[src/rtl/wb_tgt_ram.sv]
// wb_tgt_ram: pipelined Wishbone target backed by a small synchronous RAM.
// Fixed-latency response pipeline; STALL is driven from an outstanding-request credit counter.
// Optional build macro WB_TGT_RAM_STALL_INJECT_EN adds LFSR-driven random stall injection.
module wb_tgt_ram #(
    parameter int unsigned ADR_WIDTH       = 16,
    parameter int unsigned DAT_WIDTH       = 16,
    parameter int unsigned SEL_WIDTH       = 2,
    parameter int unsigned TGD_WIDTH       = 1,
    parameter int unsigned MEM_AW          = 4,
    parameter int unsigned LATENCY         = 2,
    parameter int unsigned MAX_OUTSTANDING = 2
) (
    input  logic                 clk_i,
    input  logic                 async_rst_i,
    input  logic                 sync_rst_i,
    input  logic                 tgt_cyc_i,
    input  logic                 tgt_stb_i,
    input  logic                 tgt_we_i,
    input  logic                 tgt_lock_i,
    input  logic [SEL_WIDTH-1:0] tgt_sel_i,
    input  logic [ADR_WIDTH-1:0] tgt_adr_i,
    input  logic [DAT_WIDTH-1:0] tgt_dat_i,
    input  logic [TGD_WIDTH-1:0] tgt_tgd_i,
    output logic                 tgt_ack_o,
    output logic                 tgt_err_o,
    output logic                 tgt_rty_o,
    output logic                 tgt_stall_o,
    output logic [DAT_WIDTH-1:0] tgt_dat_o,
    output logic [TGD_WIDTH-1:0] tgt_tgd_o
);

    localparam int unsigned LANE_W = DAT_WIDTH / SEL_WIDTH;
    localparam int unsigned DEPTH  = 2 ** MEM_AW;
    localparam int unsigned CNT_W  = $clog2(MAX_OUTSTANDING + 1);
    localparam logic [CNT_W-1:0] CNT_MAX = CNT_W'(MAX_OUTSTANDING);

    typedef struct packed {
        logic                 valid;
        logic                 is_err;
        logic [DAT_WIDTH-1:0] dat;
        logic [TGD_WIDTH-1:0] tgd;
    } rsp_t;

    rsp_t                 pipe_q [LATENCY];
    rsp_t                 pipe_d [LATENCY];
    logic [CNT_W-1:0]     cnt_q;
    logic [CNT_W-1:0]     cnt_d;
    logic [DAT_WIDTH-1:0] mem_q  [DEPTH];
    logic [TGD_WIDTH-1:0] tag_q  [DEPTH];

    logic              in_range;
    logic [MEM_AW-1:0] mem_idx;
    logic              last_valid;
    logic              cnt_stall;
    logic              stall;
    logic              accept;
    logic              wr_en;
    logic              unused_ok;

    assign unused_ok  = tgt_lock_i;
    assign mem_idx    = tgt_adr_i[MEM_AW-1:0];
    assign in_range   = (tgt_adr_i >> MEM_AW) == '0;
    assign last_valid = pipe_q[LATENCY-1].valid;
    assign cnt_stall  = (cnt_q == CNT_MAX) & ~last_valid;

`ifdef WB_TGT_RAM_STALL_INJECT_EN
    logic [7:0] lfsr_q;
    logic [7:0] lfsr_d;

    // Fibonacci LFSR (taps 8,6,5,4) that randomly injects extra stall cycles.
    always_comb begin
        lfsr_d = {lfsr_q[6:0], lfsr_q[7] ^ lfsr_q[5] ^ lfsr_q[4] ^ lfsr_q[3]};
        if (sync_rst_i) begin
            lfsr_d = 8'hA5;
        end
    end

    // LFSR state register.
    always_ff @(posedge clk_i or posedge async_rst_i) begin
        if (async_rst_i) begin
            lfsr_q <= 8'hA5;
        end else begin
            lfsr_q <= lfsr_d;
        end
    end

    assign stall = cnt_stall | (lfsr_q[1:0] == 2'b00);
`else
    assign stall = cnt_stall;
`endif

    assign accept = tgt_cyc_i & tgt_stb_i & ~stall & ~sync_rst_i;
    assign wr_en  = accept & tgt_we_i & in_range;

    // Response pipeline shift, outstanding-credit update, abort and synchronous reset.
    always_comb begin
        pipe_d[0]        = '0;
        pipe_d[0].valid  = accept;
        pipe_d[0].is_err = ~in_range;
        if (in_range && !tgt_we_i) begin
            pipe_d[0].dat = mem_q[mem_idx];
            pipe_d[0].tgd = tag_q[mem_idx];
        end
        for (int unsigned k = 1; k < LATENCY; k++) begin
            pipe_d[k] = pipe_q[k-1];
        end

        cnt_d = cnt_q;
        if (accept && !last_valid && (cnt_q != CNT_MAX)) begin
            cnt_d = cnt_q + CNT_W'(1);
        end else if (!accept && last_valid && (cnt_q != '0)) begin
            cnt_d = cnt_q - CNT_W'(1);
        end

        // A dropped cycle discards every pending response; sync reset clears everything.
        if (!tgt_cyc_i || sync_rst_i) begin
            cnt_d = '0;
            for (int unsigned k = 0; k < LATENCY; k++) begin
                pipe_d[k].valid = 1'b0;
            end
        end
        if (sync_rst_i) begin
            for (int unsigned k = 0; k < LATENCY; k++) begin
                pipe_d[k] = '0;
            end
        end
    end

    // Pipeline and credit counter registers.
    always_ff @(posedge clk_i or posedge async_rst_i) begin
        if (async_rst_i) begin
            for (int unsigned k = 0; k < LATENCY; k++) begin
                pipe_q[k] <= '0;
            end
            cnt_q <= '0;
        end else begin
            pipe_q <= pipe_d;
            cnt_q  <= cnt_d;
        end
    end

    // RAM and tag array; contents survive reset.
    always_ff @(posedge clk_i) begin
        for (int unsigned k = 0; k < SEL_WIDTH; k++) begin
            if (wr_en && tgt_sel_i[k]) begin
                mem_q[mem_idx][k*LANE_W +: LANE_W] <= tgt_dat_i[k*LANE_W +: LANE_W];
            end
        end
        if (wr_en && (|tgt_sel_i)) begin
            tag_q[mem_idx] <= tgt_tgd_i;
        end
    end

    assign tgt_ack_o   = last_valid & ~pipe_q[LATENCY-1].is_err;
    assign tgt_err_o   = last_valid &  pipe_q[LATENCY-1].is_err;
    assign tgt_rty_o   = 1'b0;
    assign tgt_stall_o = stall;
    assign tgt_dat_o   = last_valid ? pipe_q[LATENCY-1].dat : '0;
    assign tgt_tgd_o   = last_valid ? pipe_q[LATENCY-1].tgd : '0;

endmodule

[config.mk]
export PLATFORM = sky130hd
export DESIGN_NAME = wb_tgt_ram
export DESIGN_NICKNAME = d
export VERILOG_FILES = /design/src/rtl/wb_tgt_ram.sv
export SDC_FILE = /design/constraint.sdc
export NUM_CORES = 1
export LEC_CHECK = 0
export CAP_MARGIN = 20
export CORE_MARGIN = 3
export CORE_UTILIZATION = 30
export CTS_CLUSTER_DIAMETER = 60
export DETAILED_ROUTE_END_ITERATION = 12
export PLACE_DENSITY = 0.47
export SETUP_SLACK_MARGIN = 0.1
export SYNTH_ARGS = -nofsm -noshare
export SYNTH_HDL_FRONTEND = slang
export SYNTH_SLANG_ARGS = --single-unit
[constraint.sdc]
create_clock -name clk_i -period 3.3 [get_ports clk_i]
set_clock_uncertainty 0.05 [all_clocks]
set_input_delay 0.33 -clock clk_i [delete_from_list [all_inputs] [get_ports clk_i]]
set_output_delay 0.33 -clock clk_i [all_outputs]
set_load 0.01 [all_outputs]
* Word-level counts from Yosys, hierarchy flattened
Memory sizes are Yosys's and may differ from the RTL's.
Index checks and enable logic that the tools add are counted.
** Storage, ports and cells
- Flip-flop bits (word level) :: 40
- Bits in writable memories :: 272
- Input port bits :: 42
- Output and inout port bits :: 21
- Word-level logic and storage cells :: 60
- Memories :: 2
** Memories
- mem_q :: words 16, width 16, read ports 1, clocked after memory_dff 0, write ports 1, RTL line 48 : logic [DAT_WIDTH-1:0] mem_q [DEPTH];
- tag_q :: words 16, width 1, read ports 1, clocked after memory_dff 0, write ports 1, RTL line 49 : logic [TGD_WIDTH-1:0] tag_q [DEPTH];
** Cells by class
- Add/subtract/negate cells :: 2
- Eq/ne operators :: 2
- Muxes and demuxes :: 15
- Bitwise gates (word level) :: 13
- Reduce and logical (&&, ||, !) cells :: 17
** Operators by type and width (number)
- 2-to-1 mux 38 bit :: 1
- 2-to-1 mux 17 bit :: 1
- logical NOT 16 bit :: 1
- 2-to-1 mux 16 bit :: 1
- 2-to-1 mux 1 bit :: 9
- bitwise AND 1 bit :: 8
- logical AND 1 bit :: 8
- 2-to-1 mux 2 bit :: 3
- inverter 1 bit :: 5
- logical NOT 1 bit :: 4
- nonzero test 3 bit :: 1
- adder 2 x 1 -> 2 bit, second input constant :: 1
- equality test 2 bit, second input constant :: 1
- != test 2 bit, second input constant :: 1
- nonzero test 2 bit :: 1
- OR reduction 2 bit :: 1
- subtractor 2 x 1 -> 2 bit, second input constant :: 1
- logical OR 1 bit :: 1

* Logic depth before layout (Yosys ltp)
- Depth in word-level cells :: 11
- Gate-level depth with buffers :: 7
- Mapped depth without buffers :: 4

* Worst setup path before layout
No wires, ideal clock.
- Kind :: register to register
- Start :: register cnt_q[1]
- End :: memory mem_q[3][10] (enable)
- Library setup time :: 0.395 ns
- Arrival :: 1.981 ns
- Data required time :: 2.855 ns
- Slack :: 0.875 ns
- Stages on the path, launching flop included :: 5
- Path buffers :: 0
- Clock period less this slack :: 2.425 ns
- Cell sequence :: dfrtp_1 nor3b_2 and4b_2 nand3_4 nor4_1
** Between the ends
- Cells in the longest elaborated chain, start to end :: 10
** Ends and longest elaborated chain
- start: declaration :: RTL line 46 : logic [CNT_W-1:0] cnt_q;
- start signal: assignment :: RTL line 138 : cnt_q <= cnt_d;
- equality test 2 bit :: RTL line 64 : assign cnt_stall = (cnt_q == CNT_MAX) & ~last_valid;
- bitwise AND 1 bit :: RTL line 64
- net tgt_stall_o :: RTL line 27 : output logic tgt_stall_o,
- inverter 1 bit :: RTL line 92 : assign accept = tgt_cyc_i & tgt_stb_i & ~stall & ~sync_rst_i;
- bitwise AND 1 bit (2 in a row) :: RTL line 92
- bitwise AND 1 bit (2 in a row) :: RTL line 93 : assign wr_en = accept & tgt_we_i & in_range;
- logical AND 1 bit :: RTL line 145 : if (wr_en && tgt_sel_i[k]) begin
- 2-to-1 mux 1 bit :: RTL line 145
- 2-to-1 mux 1 bit (not written as such) :: RTL line 146 : mem_q[mem_idx][k*LANE_W +: LANE_W] <= tgt_dat_i[k*LANE_W +: LANE_W];
- end: declaration :: RTL line 48
The timed path passes the listed nets, and every way through them passes these cells.

* Worst setup path after layout
- Start :: register pipe_q (netlist bit last_valid)
- End :: memory mem_q[14][4] (enable)
** Between the ends
- Cells in the longest elaborated chain, start to end :: 10
** Ends and longest elaborated chain
- start: declaration :: RTL line 44 : rsp_t pipe_q [LATENCY];
- start signal: assignment :: RTL line 137 : pipe_q <= pipe_d;
- inverter 1 bit :: RTL line 64
- bitwise AND 1 bit :: RTL line 64
- inverter 1 bit :: RTL line 92
- bitwise AND 1 bit (2 in a row) :: RTL line 92
- bitwise AND 1 bit (2 in a row) :: RTL line 93
- logical AND 1 bit :: RTL line 145
- 2-to-1 mux 1 bit :: RTL line 145
- 2-to-1 mux 1 bit (not written as such) :: RTL line 146
Every way passes these cells.

==> results.md <==
* GR Overflow Total at 0
* Worst endpoint required time at 3520 ps
* Area Overhead vs Synth at 19.4%
* Status: completed
* DP Worst Slack at 565 ps
* Num CTS Buffers at 31
* Placed cell count at roughly 1,200
* Worst VDD drop at 0.000380 V
* Synth warn at 0
* Non-filler cells, final at 1,282
* Layout cell share with drive strength beyond 1 at 0.211
* Clock sinks at 312
* Mapped Nets at roughly 670
* Via count at 6,098
* Nets at 774
* Slowest CP cell: dfrtp_1
* Critical path startpoint: last_valid
* Met2 Routed Length at ~13,000 um
* Drt total wl at between 20,000 and 30,000 um
* Leakage power at 0.00492 uW
* Core area at 0.0401 mm2
* CTS Buffer Depth at 3
* GPL Wtd Cong at 0.797
* Number of top-level pins at 63
* Max_cap viols at 0
* Main combinational cell family by area after synthesis: multiplexers
* Sw Pwr at about 1600 uW
* Int Power at 6380 uW
* XOR/XNOR share of the synthesized area at 0
* Simple-gate portion of the synthesized area at 0.0651
* Clock Tree Root: clkbuf_16
* First-pass GRT wire length at 40,600 um
* Setup TNS at 0 ps
* Post-synthesis mux area share at 0.141
* Min Tclk post-route at 2440 ps
* Starting Density at 0.306
* Post-cts resize count at 0
* Hold buffer count at cts at 0
* Fraction of the mapped netlist area in adder cells at 0
* Largest net degree at the start of global routing at 26
* Top sig layer: met5
* Worst slew pin tran at 765 ps
* Maximum clock rate at 0.410 GHz
* Clock transition at path regs at 60 ps
* Clock power frac at 0.421
* Clk_lat worst skew at 560 ps
* Vias in the first global route at 6,400
* Hold crit path type: in2async
* Unrepaired setup endpoints after global routing: false
* Antenna viol nets, final at 0
* Cell family with most CP delay: simple AND/OR/NAND/NOR gates
* Die height at 208 um
* Post-CTS setup buffers at 0
* Post-route setup slack at between 800 and 900 ps
* Worst reg2reg path startpoint: last_valid
* Combinational power share at 0.042
* Compound-Gate Fraction of Synth Area at 0.0233
* Pwr Total at 8000 uW
* Met3 Wirelength at roughly 1200 um
* Mean Syn Cell Area at 19.7 um2
* Initial DRT Pass Iterations at 4
* Rel. slew slack at 0.490
* Routed length per instance at 21.0 um
* Port bufs at 60
* Die area at 0.0434 mm2
* Cell variety after synth at 39
* CP bufs+invs at 1
* Synthesized instance count at about 620
* Worst-path cell chain: nor3b_2 > and4b_2 > nand3_4 > nor3_1 > buf_4
* Crit path max fanout at 24
* Final setup vio count at 0
* Met1 Routed Length at 11,900 um
* Htree depth at 1
* Startpoint Class: flip-flop
* Final Cycle Share at 0.739
* Drt drc at 0
* WS Path Type: reg2reg
* Register share of total power at 0.537
* Slew Viols, Final at 0
* Sequential area share after synthesis at 0.746
* Cell row count at 73
* Die X at 208 um
* Fill cell total of the finished layout at about 3,700
* Antenna diodes at 0
* CTS tree: yes
* Tot GR Track Use at 0.123
* Power density cells at 545 mW/mm2
* DP HPWL at between 15,000 and 20,000 um
* Switching share of power at 0.203
* Final Util at 0.366
* Crit path DAT at 2660 ps
* Crit-path max cell delay at 680 ps
* Mapped Area at 0.0123 mm2
* Vias per inst at 4.76
* Initial antenna violation count at 2
* 1st-iter DRT viols at 390
* Final hold viol count at 0
* CP Capture Type: flip-flop
* Yosys reg bits at 312
-- synth_stat cells, drive strengths merged --
master / n / share of area
a211oi: 6 / 0.0037
a21oi: 4 / 0.0016
a22oi: 8 / 0.0049
and2: 20 / 0.010
and3: 1 / 0.00092
and4b: 1 / 0.00092
buf: 28 / 0.019
clkbuf: 12 / 0.0043
conb: 1 / 0.00031
dfrtp: 40 / 0.081
edfxtp: 272 / 0.66
inv: 2 / 0.00061
mux2i: 32 / 0.026
mux4: 59 / 0.12
nand2: 4 / 0.0012
nand2b: 5 / 0.0025
nand3: 4 / 0.0037
nand4: 1 / 0.00051
nor2: 14 / 0.0043
nor2b: 24 / 0.012
nor3: 47 / 0.020
nor3b: 2 / 0.0025
nor4: 6 / 0.0031
o211ai: 1 / 0.0017
o21ai: 9 / 0.0037
o22ai: 14 / 0.0071
o31ai: 1 / 0.00061
or2: 3 / 0.0015
or3: 3 / 0.0015
-- flip-flops by register name, indices dropped and copies added (netlist names) --
signal / cells
cnt_q: 2
last_valid: 1
mem_q: 256
pipe_q: 37
tag_q: 16
-- through the flow --
stage | instance area (um2) | hold slack [ps]
floorplan | 12300 | 363
finish | 14700 | 17.4
global placement | 13700 | 385
global route | 14700 | 59.3
CTS | 14700 | 6.57
detailed placement | 13700 | 398
-- per-layer routing --
layer | vias up | track usage
met5 | - | 0
met4 | 2 | 0.0349
met3 | 43 | 0.0211
met2 | 127 | 0.206
met1 | 3178 | 0.165
li1 | 2748 | -
-- cells in the final DEF, fill, tap and decap left out, types with 7 or more instances in the layout --
cell type,instances
mux4_1,23
mux4_2,36
nor2_1,14
clkdlybuf4s50_1,56
nor2b_1,24
o22ai_1,14
nor3_1,45
edfxtp_1,272
mux2i_1,32
clkinv_2,7
clkbuf_16,33
dfrtp_1,40
and2_1,20
a22oi_1,8
buf_4,55
-- worst paths after layout --
path	endpoint	slack, ps	depth (start not counted)
min in group clk_i	pipe_q[35]	360	3
max in group asynchronous	pipe_q[4]	2530	3
min reg2reg	pipe_q[1]	410	1
min	pipe_q[12]	20	2
max reg2reg	mem_q[14][4]	860	5
max	mem_q[14][4]	860	5
-- power groups by stage --
stage          combinational, uW  clock (uW)  sequential [uW]
3_5_place_dp                 340           0             4380
5_1_grt                      365        3660             4290
2_1_floorplan                197           0             4380
6_report                     333        3370             4300
3_3_place_gp                 330           0             4380
4_1_cts                      340        3480             4300
-- logic make-up (layout without fill, tap and decap cells) --
| group | count (synthesis) | after routing |
|---|---|---|
| AO/OA/AOI/OAI | 43 | 43 |
| multiplexers | 91 | 91 |
| AND/OR/NAND/NOR | 135 | 135 |
| flip-flops | 312 | 312 |
| buffers and inverters | 42 | 175 |
| other | 1 | 1 |
-- layout make-up --
cell class | count | area (um2) | area share
inverters | 2 | 7.51 | 0.000512
multi-input cells | 270 | 2840 | 0.193
clock inverters | 19 | 136 | 0.00930
flip-flops and latches | 312 | 9170 | 0.625
clock buffers | 39 | 868 | 0.0592
repair buffers | 115 | 993 | 0.0677
well taps | 525 | 657 | 0.0448
Note: power is estimated with default switching activity, not from simulation.
